<file path="src/rtl/vga_timing.sv">
`default_nettype none
// ============================================================================
//  Module      : vga_timing
//  Description : 640x480@60 VGA timing generator. Divides clk down to a pixel
//                tick, runs horizontal/vertical counters, publishes the pixel
//                coordinate, and registers blanked colour plus active-low
//                syncs toward the DAC. Emits a one-clk end-of-frame strobe.
//  Revision    : 1.0 - initial release
// ============================================================================
module vga_timing #(
    parameter int CLK_DIV   = 4,
    parameter int H_VISIBLE = 640,
    parameter int H_FRONT   = 16,
    parameter int H_SYNC    = 96,
    parameter int H_BACK    = 48,
    parameter int V_VISIBLE = 480,
    parameter int V_FRONT   = 10,
    parameter int V_SYNC    = 2,
    parameter int V_BACK    = 33
) (
    input  logic       clk,
    input  logic       reset,
    input  logic [3:0] red_in,
    input  logic [3:0] green_in,
    input  logic [3:0] blue_in,
    output logic [9:0] pixel_x,
    output logic [9:0] pixel_y,
    output logic       video_on,
    output logic       frame_tick,
    output logic       Hsync,
    output logic       Vsync,
    output logic [3:0] red,
    output logic [3:0] green,
    output logic [3:0] blue
);

    localparam int c_H_TOTAL = H_VISIBLE + H_FRONT + H_SYNC + H_BACK;
    localparam int c_V_TOTAL = V_VISIBLE + V_FRONT + V_SYNC + V_BACK;
    localparam int c_DIV_W   = (CLK_DIV > 1) ? $clog2(CLK_DIV) : 1;

    localparam logic [c_DIV_W-1:0] c_DIV_LAST = c_DIV_W'(CLK_DIV - 1);
    localparam logic [9:0] c_H_LAST     = 10'(c_H_TOTAL - 1);
    localparam logic [9:0] c_V_LAST     = 10'(c_V_TOTAL - 1);
    localparam logic [9:0] c_H_VIS      = 10'(H_VISIBLE);
    localparam logic [9:0] c_V_VIS      = 10'(V_VISIBLE);
    localparam logic [9:0] c_HS_START   = 10'(H_VISIBLE + H_FRONT);
    localparam logic [9:0] c_HS_END     = 10'(H_VISIBLE + H_FRONT + H_SYNC);
    localparam logic [9:0] c_VS_START   = 10'(V_VISIBLE + V_FRONT);
    localparam logic [9:0] c_VS_END     = 10'(V_VISIBLE + V_FRONT + V_SYNC);

    logic [c_DIV_W-1:0] r_div_cnt;
    logic [9:0]         r_h_cnt;
    logic [9:0]         r_v_cnt;
    logic               r_hsync;
    logic               r_vsync;
    logic [11:0]        r_rgb;

    logic w_tick;
    logic w_h_last;
    logic w_v_last;
    logic w_video_on;
    logic w_hs_active;
    logic w_vs_active;

    // Pixel tick and counter/window decodes, all from the current counter state
    assign w_tick      = (r_div_cnt == c_DIV_LAST);
    assign w_h_last    = (r_h_cnt == c_H_LAST);
    assign w_v_last    = (r_v_cnt == c_V_LAST);
    assign w_video_on  = (r_h_cnt < c_H_VIS) && (r_v_cnt < c_V_VIS);
    assign w_hs_active = (r_h_cnt >= c_HS_START) && (r_h_cnt < c_HS_END);
    assign w_vs_active = (r_v_cnt >= c_VS_START) && (r_v_cnt < c_VS_END);

    // Clock divider: free-running 0..CLK_DIV-1, tick on the last count
    always_ff @(posedge clk) begin
        if (reset) begin
            r_div_cnt <= '0;
        end else if (w_tick) begin
            r_div_cnt <= '0;
        end else begin
            r_div_cnt <= r_div_cnt + 1'b1;
        end
    end

    // Raster counters: advance one pixel per tick, line advances on h wrap
    always_ff @(posedge clk) begin
        if (reset) begin
            r_h_cnt <= '0;
            r_v_cnt <= '0;
        end else if (w_tick) begin
            if (w_h_last) begin
                r_h_cnt <= '0;
                r_v_cnt <= w_v_last ? 10'd0 : (r_v_cnt + 10'd1);
            end else begin
                r_h_cnt <= r_h_cnt + 10'd1;
            end
        end
    end

    // Sync and colour registers sample the pre-increment position on each tick,
    // so a pixel's colour and its syncs reach the connector together
    always_ff @(posedge clk) begin
        if (reset) begin
            r_hsync <= 1'b1;
            r_vsync <= 1'b1;
            r_rgb   <= 12'h000;
        end else if (w_tick) begin
            r_hsync <= ~w_hs_active;
            r_vsync <= ~w_vs_active;
            r_rgb   <= w_video_on ? {red_in, green_in, blue_in} : 12'h000;
        end
    end

    assign pixel_x    = r_h_cnt;
    assign pixel_y    = r_v_cnt;
    assign video_on   = w_video_on;
    // Gated by reset so no strobe can escape while the counters are being cleared
    assign frame_tick = ~reset & w_tick & w_h_last & w_v_last;
    assign Hsync      = r_hsync;
    assign Vsync      = r_vsync;
    assign red        = r_rgb[11:8];
    assign green      = r_rgb[7:4];
    assign blue       = r_rgb[3:0];

endmodule
`default_nettype wire
</file>
<file path="config.mk">
export PLATFORM = sky130hd
export DESIGN_NAME = vga_timing
export DESIGN_NICKNAME = d
export VERILOG_FILES = /design/src/rtl/vga_timing.sv
export SDC_FILE = /design/constraint.sdc
export NUM_CORES = 1
export LEC_CHECK = 0
export CAP_MARGIN = 20
export CORE_AREA = 2 2 66 68
export CTS_BUF_LIST = sky130_fd_sc_hd__clkbuf_4 sky130_fd_sc_hd__clkbuf_8 sky130_fd_sc_hd__clkbuf_16
export DETAILED_ROUTE_END_ITERATION = 8
export DIE_AREA = 0 0 68 70
export GPL_TIMING_DRIVEN = 0
export PLACE_DENSITY = 0.66
export SLEW_MARGIN = 20
export SYNTH_ARGS = -nofsm -noshare
export SYNTH_HDL_FRONTEND = slang
export SYNTH_SLANG_ARGS = --single-unit
</file>
<file path="constraint.sdc">
create_clock -name clk -period 2.4 [get_ports clk]
set_input_delay 0.24 -clock clk [delete_from_list [all_inputs] [get_ports clk]]
set_output_delay 0.24 -clock clk [all_outputs]
set_load 0.1 [all_outputs]
</file>
Word level (Yosys, flattened, before mapping). Cells that the tools add are included.

Bits in registers: 36. Output and inout bits: 36.

$lt $le $gt $ge: 6. Equality and inequality tests: 3. Multiplexer cells: 3. Bitwise logic cells: 6. Add/subtract/negate cells: 3. Reductions and logical operators: 5.

Operators with widths (number): adder 10 x 1 -> 10 bit, second input constant (2); equality test 10 bit, second input constant (2); less-than comparator 10 bit, second input constant (2); less-than comparator 10 x 9 -> 1 bit, second input constant (2); two-way mux 10 bit (2); two-way mux 12 bit (1); greater-or-equal comparator 10 bit, second input constant (1); greater-or-equal comparator 10 x 9 -> 1 bit, second input constant (1); bitwise AND 1 bit (3); logical AND 1 bit (3); inverter 1 bit (3); adder 2 x 1 -> 2 bit, second input constant (1); equality test 2 bit, second input constant (1); AND reduction 2 bit (1); OR reduction 2 bit (1).

Longest topological paths before layout.
Word-level depth: 4. Gate-level depth with buffers: 7. Depth with buffers taken out: 6.

Least setup slack after synthesis. Ideal clock, no wire load.

Kind: flip-flop to output port. From: register r_h_cnt[0] (netlist: pixel_x[0]). To: output port frame_tick. Stages on the path, launching flop included: 7. Path buffers: 1. Arrival: 3417 ps. Data required time: 2160 ps. Slack: -1257 ps. Cells stage by stage: dfxtp_1 ha_1 nand4bb_1 buf_2 nor3_1 nand3_1 nor2_1.

Cells in the longest elaborated chain, start to end: 3.

Ends and longest elaborated chain: from (decl) (RTL line 52) `logic [9:0] r_h_cnt;`; from (signal assigned) (RTL line 94) `r_h_cnt <= r_h_cnt + 10'd1;`; equality test 10 bit (RTL line 67) `assign w_h_last = (r_h_cnt == c_H_LAST);`; bitwise AND 1 bit (2 in a row) (RTL line 117) `assign frame_tick = ~reset & w_tick & w_h_last & w_v_last;`; to (decl) (RTL line 29) `output logic frame_tick,`.

Every way passes these cells.

Worst setup path in the final report. Ends and elaborated chain as after synthesis.

==> run metrics <==
placed inst area 2150 um^2; H-tree depth 2; Post-Route WL 3580 um; fmax 446 MHz; VDD IR-drop max 269 uV; Synth cell types 30; DRC Markers 0; CP Capture Type output port; vias in the first global route 1363; Rel. slew slack 34.7%; Power Dens Cells 548 nW/um^2; delay-heaviest family, CP simple AND/OR/NAND/NOR gates; Final WS setup 0.156 ns; worst endpoint data arrival time 2.00 ns; most frequent cells in the layout clkdlybuf4s50_1, dfxtp_1, nor2_1; mapped cell area 1570 um^2; setup violators final 0; Ant. Diodes 0; Initial DRT Pass Iterations 4; synth warn 0; Syn Nets 192; Slew @ Worst Pin 0.977 ns; Num CTS Buffers 5; crit path time final 2.24 ns; CP Buf/Inv Count 2; Post-synth EDFFs 0; crit path max fanout 8; Mapped Cells 173; Worst Hold Class register to register; cell area after layout 2250 um^2; max cap viols 0; post-synth top area cell dfxtp_1; Synth-to-Final Area Change 43.2%; Setup CP Type register to output port; postcts setup bufs 0; initial antenna violation count 0; Wirelength per Cell 12.7 um; num rows 24; RSZ-0062 raised after global routing no; gpl congestion 0.802; fin nets 248; DR iter-0 viols 74; Synth Flop Type dfxtp_1; slowest library cell on the worst path dfxtp_2; critical-path cell list ha_1, nand4bb_1, buf_2, nor3_4, nand3_1, nor2_4, buf_4; Seq/Total Area, Yosys 45.9%; Starting Density 37.9%; Die Y 70 um; Seq cells post-synth 36; Critical Path Max Stage Delay 0.37 ns; Clock Latency Late Sink 0.29 ns; port buffer count 49; critical path launch point type register; Tot Pwr 0.00123 W; layout cells sized above 1 13.1%; pre-CTS setup slack -0.760 ns; Final Hold Vio Count 0; synth top area cells dfxtp_1, a22o_1, xnor2_1; status finished, final reports clean; CTS sink cnt 36; Syn Area/Cell 9.08 um^2; top cell type's share of synthesized area 45.9%; Die X 68 um; Avg Vias per Cell 5.07; CTS tree built; Final HPWL DP 2620 um; Ports 50; clock skew 0.00651 ns; Placeable Area 4140 um^2; commonest non-fill, non-tap cell in the layout clkdlybuf4s50_1; post-route ant nets 0; Die ar. 4760 um^2; Vias 1424; root buffer cell clkbuf_8; All-Layer GR Usage 16.9%; first-pass GRT wire length 6180 um; final worst path period share 93.5%; GRT overflow 0; clock-pin transition on the worst setup and hold timing paths 0.07 ns; ys async rst share 0%; Final Max Tran Viols 0; Leak 0.761 nW; deepest clock path buffer count 2; pin count of the biggest net entering global routing 11; setup total negative slack 0 ns; CP required 2.16 ns
[state kept, by name, summed over array words and instances (netlist names)]
register / flops
Vsync: 1
pixel_x: 10
r_rgb: 12
Hsync: 1
pixel_y: 10
r_div_cnt: 2
[power by group]
part           switching, W  leakage [nW]  internal [W]  total (W)
clock              0.000205        0.0503      0.000255   0.000461
combinational      0.000102         0.414     0.0000493   0.000151
sequential       0.00000757         0.296      0.000612   0.000619
[worst reg2reg max path: cells and delay by family, from the launching register on]
| family | cells | cell delay [ns] |
|---|---|---|
| fa+ha+maj | 1 | 0.20 |
| simple gates | 3 | 1.10 |
| compound gates | 1 | 0.14 |
| buf+inv | 1 | 0.19 |
| flops | 1 | 0.37 |
[Yosys cell counts (3+ instances only)]
cell type	count
xor2_1	3
dfxtp_1	36
clkbuf_1	8
nor4_1	7
nor3_1	10
inv_1	5
xnor2_1	11
nand2_1	10
ha_1	5
nand4_1	9
a22o_1	12
a21oi_1	5
mux2i_1	3
nand3_1	6
nor2_1	22
[area by class of cell]
cell class,count,area (um^2)
Tap cell,52,65.1
Multi-Input combinational cell,121,801
Clock buffer,7,96.3
Sequential cell,36,733
Timing Repair Buffer,49,483
Inverter,5,18.8
Fill cell,398,1900
Buffer,11,51.3
[routing by layer]
layer	GRT usage (%)	vias to the layer above	wire length (um)
met5	0	-	0
met2	25.4	32	1620
met3	4.83	7	186
li1	-	731	-
met1	22.4	654	1720
met4	6.89	0	62
[cell families (layout without fill, tap and decap cells)]
kind of cell,count (synthesis),in the layout,synth area share [%]
compound gates,24,24,11.6
xor+xnor,14,14,7.81
fa+ha+maj,5,5,3.98
buf+inv,16,72,4.46
flops,36,36,45.9
mux,3,3,1.91
simple gates,75,75,24.4
[timing repair]
| action | CTS | global route |
|---|---|---|
| gates resized for setup | 8 | 3 |
| endpoints found under the hold margin | 0 | 0 |
| endpoints found under the setup margin | 2 | 2 |
| hold buffers | 0 | 0 |
| gates cloned | 0 | 0 |
[through the flow]
step | hold WS (ns) | instances | utilization (%)
after floorplan | 0.366 | 173 | -
after global placement | 0.423 | 274 | 51.8
after detailed placement | 0.423 | 274 | 51.8
after CTS | 0.433 | 281 | 54.2
after global routing | 0.458 | 281 | 54.3
final | 0.429 | 281 | 54.3
[final timing paths]
check,startpoint,endpoint,slack (ns),cells after the start
worst max-delay path,pixel_x[0]$_SDFFE_PP0N_,frame_tick,0.16,7
worst min-delay path,r_div_cnt[0]$_SDFF_PP0_,r_div_cnt[0]$_SDFF_PP0_,0.43,1
worst max register to register,pixel_x[0]$_SDFFE_PP0N_,pixel_y[9]$_SDFFE_PP0P_,0.34,6
worst min register to register,r_div_cnt[0]$_SDFF_PP0_,r_div_cnt[0]$_SDFF_PP0_,0.43,1
(Power assumes the default switching activity.)
